===== config.mk =====
export PLATFORM = sky130hd
export DESIGN_NAME = bank_rr_arbiter
export DESIGN_NICKNAME = d
export VERILOG_FILES = /design/src/rtl/bank_arb_pkg.sv /design/src/rtl/bank_rr_arbiter_rr_pick.sv /design/src/rtl/bank_rr_arbiter.sv
export SDC_FILE = /design/constraint.sdc
export NUM_CORES = 1
export LEC_CHECK = 0
export ABC_AREA = 1
export BUFFER_PORTS_ARGS = -buffer_cell sky130_fd_sc_hd__buf_2
export CAP_MARGIN = 10
export CORE_AREA = 3 3 124 126
export CTS_BUF_LIST = sky130_fd_sc_hd__clkbuf_8
export CTS_CLUSTER_SIZE = 14
export DETAILED_ROUTE_END_ITERATION = 8
export DIE_AREA = 0 0 127 129
export PLACE_DENSITY = 0.78
export RECOVER_POWER = 25
export REMOVE_ABC_BUFFERS = 1
export SETUP_SLACK_MARGIN = 0.15
export SYNTH_ARGS = -nofsm -noshare
export SYNTH_HDL_FRONTEND = slang
export SYNTH_HIERARCHICAL = 1
export SYNTH_SLANG_ARGS = --single-unit

===== constraint.sdc =====
create_clock -name clk -period 5.85 [get_ports clk]
set_input_delay 0.8775 -clock clk [delete_from_list [all_inputs] [get_ports clk]]
set_output_delay 0.8775 -clock clk [all_outputs]
set_load 0.01 [all_outputs]

===== src/rtl/bank_arb_pkg.sv =====
// Shared defaults, request record and id-to-onehot helper for the bank arbiter.
package bank_arb_pkg;

  localparam int DEF_NUM_REQ = 4;
  localparam int DEF_ID_W    = 2;
  localparam int DEF_ADDR_W  = 16;
  localparam int DEF_DATA_W  = 32;

  typedef struct packed {
    logic [DEF_ADDR_W-1:0] addr;
    logic [DEF_DATA_W-1:0] wdata;
    logic                  we;
  } bank_req_t;

  function automatic logic [DEF_NUM_REQ-1:0] onehot(input logic [DEF_ID_W-1:0] id);
    logic [DEF_NUM_REQ-1:0] v;
    v     = '0;
    v[id] = 1'b1;
    return v;
  endfunction

endpackage


===== src/rtl/bank_rr_arbiter_rr_pick.sv =====
// Rotating priority encoder: first set req scanning upward from ptr, wrapping.
module rr_pick #(
  parameter int NUM_REQ = 4,
  parameter int ID_W    = 2
) (
  input  logic [NUM_REQ-1:0] req,
  input  logic [ID_W-1:0]    ptr,
  output logic [NUM_REQ-1:0] gnt,
  output logic [ID_W-1:0]    id,
  output logic               any
);

  logic [ID_W-1:0] idx;

  // ID_W-bit addition wraps naturally because NUM_REQ = 2**ID_W.
  always_comb begin
    gnt = '0;
    id  = '0;
    any = 1'b0;
    idx = '0;
    for (int k = 0; k < NUM_REQ; k++) begin
      idx = ptr + ID_W'(k);
      if (!any && req[idx]) begin
        any = 1'b1;
        id  = idx;
      end
    end
    gnt[id] = any;
  end

endmodule


===== src/rtl/bank_rr_arbiter.sv =====
// Round-robin arbiter for one shared-memory bank: pops request FIFOs, registers
// the winner toward the bank and steers read data back to its requester.
module bank_rr_arbiter
  import bank_arb_pkg::*;
#(
  parameter int NUM_REQ = DEF_NUM_REQ,
  parameter int ID_W    = DEF_ID_W,
  parameter int ADDR_W  = DEF_ADDR_W,
  parameter int DATA_W  = DEF_DATA_W,
  parameter int RD_LAT  = 1
) (
  input  logic                     clk,
  input  logic                     rst,
  input  logic [NUM_REQ-1:0]       req,
  input  logic [NUM_REQ*ADDR_W-1:0] req_addr,
  input  logic [NUM_REQ*DATA_W-1:0] req_wdata,
  input  logic [NUM_REQ-1:0]       req_we,
  output logic [NUM_REQ-1:0]       gnt,
  output logic                     bank_valid,
  input  logic                     bank_ready,
  output logic [ADDR_W-1:0]        bank_addr,
  output logic [DATA_W-1:0]        bank_wdata,
  output logic                     bank_we,
  output logic [ID_W-1:0]          bank_id,
  input  logic [DATA_W-1:0]        bank_rdata,
  output logic [NUM_REQ-1:0]       rsp_valid,
  output logic [DATA_W-1:0]        rsp_data
);

  logic [ID_W-1:0]    ptr;
  logic [ID_W-1:0]    win_id;
  logic [NUM_REQ-1:0] pick_gnt;
  logic               pick_any;
  logic               accept;
  logic               grant;
  bank_req_t          sel;
  logic [RD_LAT-1:0]  rd_vld;
  logic [ID_W-1:0]    rd_id [RD_LAT];

  rr_pick #(.NUM_REQ(NUM_REQ), .ID_W(ID_W)) u_pick (
    .req (req),
    .ptr (ptr),
    .gnt (pick_gnt),
    .id  (win_id),
    .any (pick_any)
  );

  // A grant pops the FIFO on this edge, so only grant when the stage can take it.
  assign accept = !bank_valid || bank_ready;
  assign grant  = accept && pick_any && !rst;
  assign gnt    = grant ? pick_gnt : '0;

  always_comb begin
    sel.addr  = req_addr[win_id*ADDR_W +: ADDR_W];
    sel.wdata = req_wdata[win_id*DATA_W +: DATA_W];
    sel.we    = req_we[win_id];
  end

  always_ff @(posedge clk or posedge rst) begin
    if (rst) begin
      bank_valid <= 1'b0;
      bank_addr  <= '0;
      bank_wdata <= '0;
      bank_we    <= 1'b0;
      bank_id    <= '0;
      ptr        <= '0;
      rd_vld     <= '0;
      for (int i = 0; i < RD_LAT; i++) rd_id[i] <= '0;
    end else begin
      if (grant) begin
        bank_valid <= 1'b1;
        bank_addr  <= sel.addr;
        bank_wdata <= sel.wdata;
        bank_we    <= sel.we;
        bank_id    <= win_id;
        ptr        <= win_id + 1'b1;
      end else if (bank_ready) begin
        bank_valid <= 1'b0;
      end
      // Stage RD_LAT-1 lines up with the cycle the bank presents read data.
      rd_vld[0] <= bank_valid && bank_ready && !bank_we;
      rd_id[0]  <= bank_id;
      for (int i = 1; i < RD_LAT; i++) begin
        rd_vld[i] <= rd_vld[i-1];
        rd_id[i]  <= rd_id[i-1];
      end
    end
  end

  assign rsp_valid = rd_vld[RD_LAT-1] ? onehot(rd_id[RD_LAT-1]) : '0;
  assign rsp_data  = bank_rdata;

endmodule


==> results.md <==
* Hpwl dp at 12930 um
* First-pass GRT wire length at 26880 um
* Crit path time final at 3.648 ns
* Hold_ws at 0.4011 ns
* Reg clk slew, reported paths at 0.07 ns
* Crit path cell chain: buf_2, inv_1, clkbuf_1
* Syn avg cell area at 5.544 um2
* Row count at 44
* Status: finished with violations
* Switch share at 55.52%
* Layout area overhead at 25.35%
* Buffer depth of the longest clock path at 2
* Initial antenna violation count at 0
* Most Crowded Layer GR: met2
* Final Skew at 0.01249 ns
* Tot GR Track Use at 20.49%
* Root Buffer: clkbuf_8
* Wire per inst at 12.91 um
* Distinct cells, synth at 22
* RSZ-0062 raised after global routing: no
* Final Cycle Share at 62.37%
* Worst Tran Pin Value at 3.129 ns
* Critical path's largest stage delay at 2.23 ns
* # Post-CTS Setup Buffers at 0
* CORE AREA at 14420 um2
* GRT overflow at 0
* Violated checks: max-capacitance violations, max-slew violations
* I/O pin count at 327
* Yosys top cell area share at 31.22%
* Worst setup path class: in2async
* Synthesized flop and latch total at 57
* Arrival @ worst endpoint at 3.40 ns
* Clk sinks at 57
* Crit start category: input pin
* Crit. End Element: async pin
* Sequential-to-total area share from yosys stat at 27.78%
* Met3 usage at 10.79%
* Die Height at 129 um
* Internal power at 0.001814 W
* Number of port buffers at 262
* Post-CTS Hold Fix Bufs at 0
* Post-Syn Instances at 926
* Max Cap Viol at 1
* Num CTS Buffers at 9
* Met1 GRT Util at 25.49%
* Top cell type by total area after synthesis: nand2_1
* Post-CTS sizing at 0
* Initial Utilization at 35.59%
* Full die area at 16380 um2
* CTS tree: built
* Drt via density at 4.506
* Worst endpoint required time at 5.60 ns
* GP Congestion at 0.8869
* Slew Limit Headroom at -108.6%
* Number of global-route vias before repair at 5471
* Hold Crit Class: reg2reg
* WL final at 16990 um
* Share of layout cells above drive strength 1 at 27.03%
* Top post-synthesis cells by area: nand2_1 31%, dfrtp_1 28%, inv_1 16%
* Clk Latency, worst-skew pair at 0.34 ns
* Largest net degree at the start of global routing at 66
* Final setup TNS at 0 ns
* Psw at 0.002264 W
* YS warnings at 6
* DRT iter0 DRCs at 274
* Clock network power share at 9.2%
* P per Cell Area at 633.7 nW/um2
* DRT Pass-1 Iters at 5
* CP max FO at 57
* Met2 usage at 31.20%
* Combinational Power Share at 73.1%
* Post-Syn Area at 5134 um2
* Slew Viols, Final at 58
* H-tree depth at 3
* Max Freq at 274.1 MHz
* CP max-delay cell: clkbuf_1
* Routed vias at 5930
* Final Hold Viols at 0
* Die W at 127 um
* Antenna Nets Post-Route at 0
* DRC violation count after routing at 0
* Diodes inserted at 0
* Worst VDD drop at 0.0004409 V
* Final nets at 1363
* Leak at 4.530 nW
* # setup viols final at 0
* Sequential share of power at 17.7%
==> layer usage <==
layer	part of all wire [%]	routed length, um
met3	13	2190
met5	0.42	71
met2	43	7297
met4	1.2	210
met1	42	7219
==> flip-flops by register name, summed over array words and instances, names as in the netlist <==
| name | cells |
|---|---|
| bank_valid | 1 |
| bank_id | 2 |
| ptr | 2 |
| rd_id | 2 |
| bank_addr | 16 |
| bank_wdata | 32 |
| rd_vld | 1 |
| bank_we | 1 |
==> through the flow <==
stage          total power (W)  area (um2)  utilization (%)  cells  setup slack (ns)
2_1_floorplan         0.002880        4664                -    850             1.330
3_3_place_gp          0.003673        6245            43.29   1301             2.115
3_5_place_dp          0.003730        6245            43.29   1301             2.083
4_1_cts               0.004123        6440            44.65   1316             2.268
5_1_grt               0.004583        6435            44.61   1316             1.497
6_report              0.004078        6435            44.61   1316             2.202
==> layout make-up <==
type                       count  area [um2]
tap                          184       230.2
clock buffer                  11       151.4
inverter                     220       834.6
timing repair buffer         267        1344
multi-input combinational    573        2405
fill                        1596        7989
sequential                    57        1426
clock inverter                 4       43.79
==> power groups by stage <==
stage | Sequential [W] | Clock, W | Combinational [W]
2_1_floorplan | 0.000793 | 0 | 0.00209
3_3_place_gp | 0.000725 | 0 | 0.00295
3_5_place_dp | 0.000719 | 0 | 0.00301
4_1_cts | 0.000721 | 0.000388 | 0.00301
5_1_grt | 0.000749 | 0.000408 | 0.00343
6_report | 0.000720 | 0.000375 | 0.00298
==> synth_stat cells <==
| cell | number |
|---|---|
| inv_8 | 1 |
| o21ai_1 | 2 |
| inv_2 | 5 |
| buf_6 | 3 |
| xnor2_1 | 1 |
| clkbuf_1 | 14 |
| inv_1 | 214 |
| o21ai_0 | 3 |
| nand4_1 | 1 |
| nand2_2 | 8 |
| nand3_1 | 104 |
| nor3_1 | 4 |
| dfrtp_1 | 57 |
| nor2_2 | 1 |
| nand3_2 | 5 |
| nand3_4 | 1 |
| nand2_1 | 427 |
| nor2_1 | 11 |
| nand2_4 | 4 |
| buf_4 | 35 |
| buf_2 | 24 |
| nor2_4 | 1 |
==> worst paths after layout <==
check                           start             end  slack [ns]  cells after the start
setup / recovery                  rst  bank_wdata[26]        2.20                      3
hold / removal             bank_id[1]        rd_id[1]        0.40                      0
setup reg to reg               ptr[0]   bank_wdata[5]        2.38                     16
hold reg to reg            bank_id[1]        rd_id[1]        0.40                      0
max in group clk               ptr[0]          gnt[0]        2.33                     13
min in group asynchronous         rst   bank_wdata[2]        1.88                      3
==> cell families (layout without fill, tap and decap cells) <==
group | count (synthesis) | count (layout) | share of synthesized area (%)
AOI/OAI and AO/OA | 5 | 5 | 0.4874
DFF | 57 | 57 | 27.78
and+or+nand+nor | 567 | 567 | 46.19
xor gates and xnor gates | 1 | 1 | 0.1706
buffers and inverters | 296 | 502 | 25.37
==> worst max-delay path: cells and delay by family <==
family / cells / cell delay, ns
buffers and inverters: 3 / 2.48
==> placed cells by master, fill, tap and decap left out, drive strengths merged <==
cell and count:
xnor2 1, inv 220, dfrtp 57, nand2 439, nand3 110, buf 265, nand4 1, clkinv 3
clkbuf 13, bufinv 1, o21ai 5, nor3 4, nor2 13
Power figures use the tool's default switching activity.
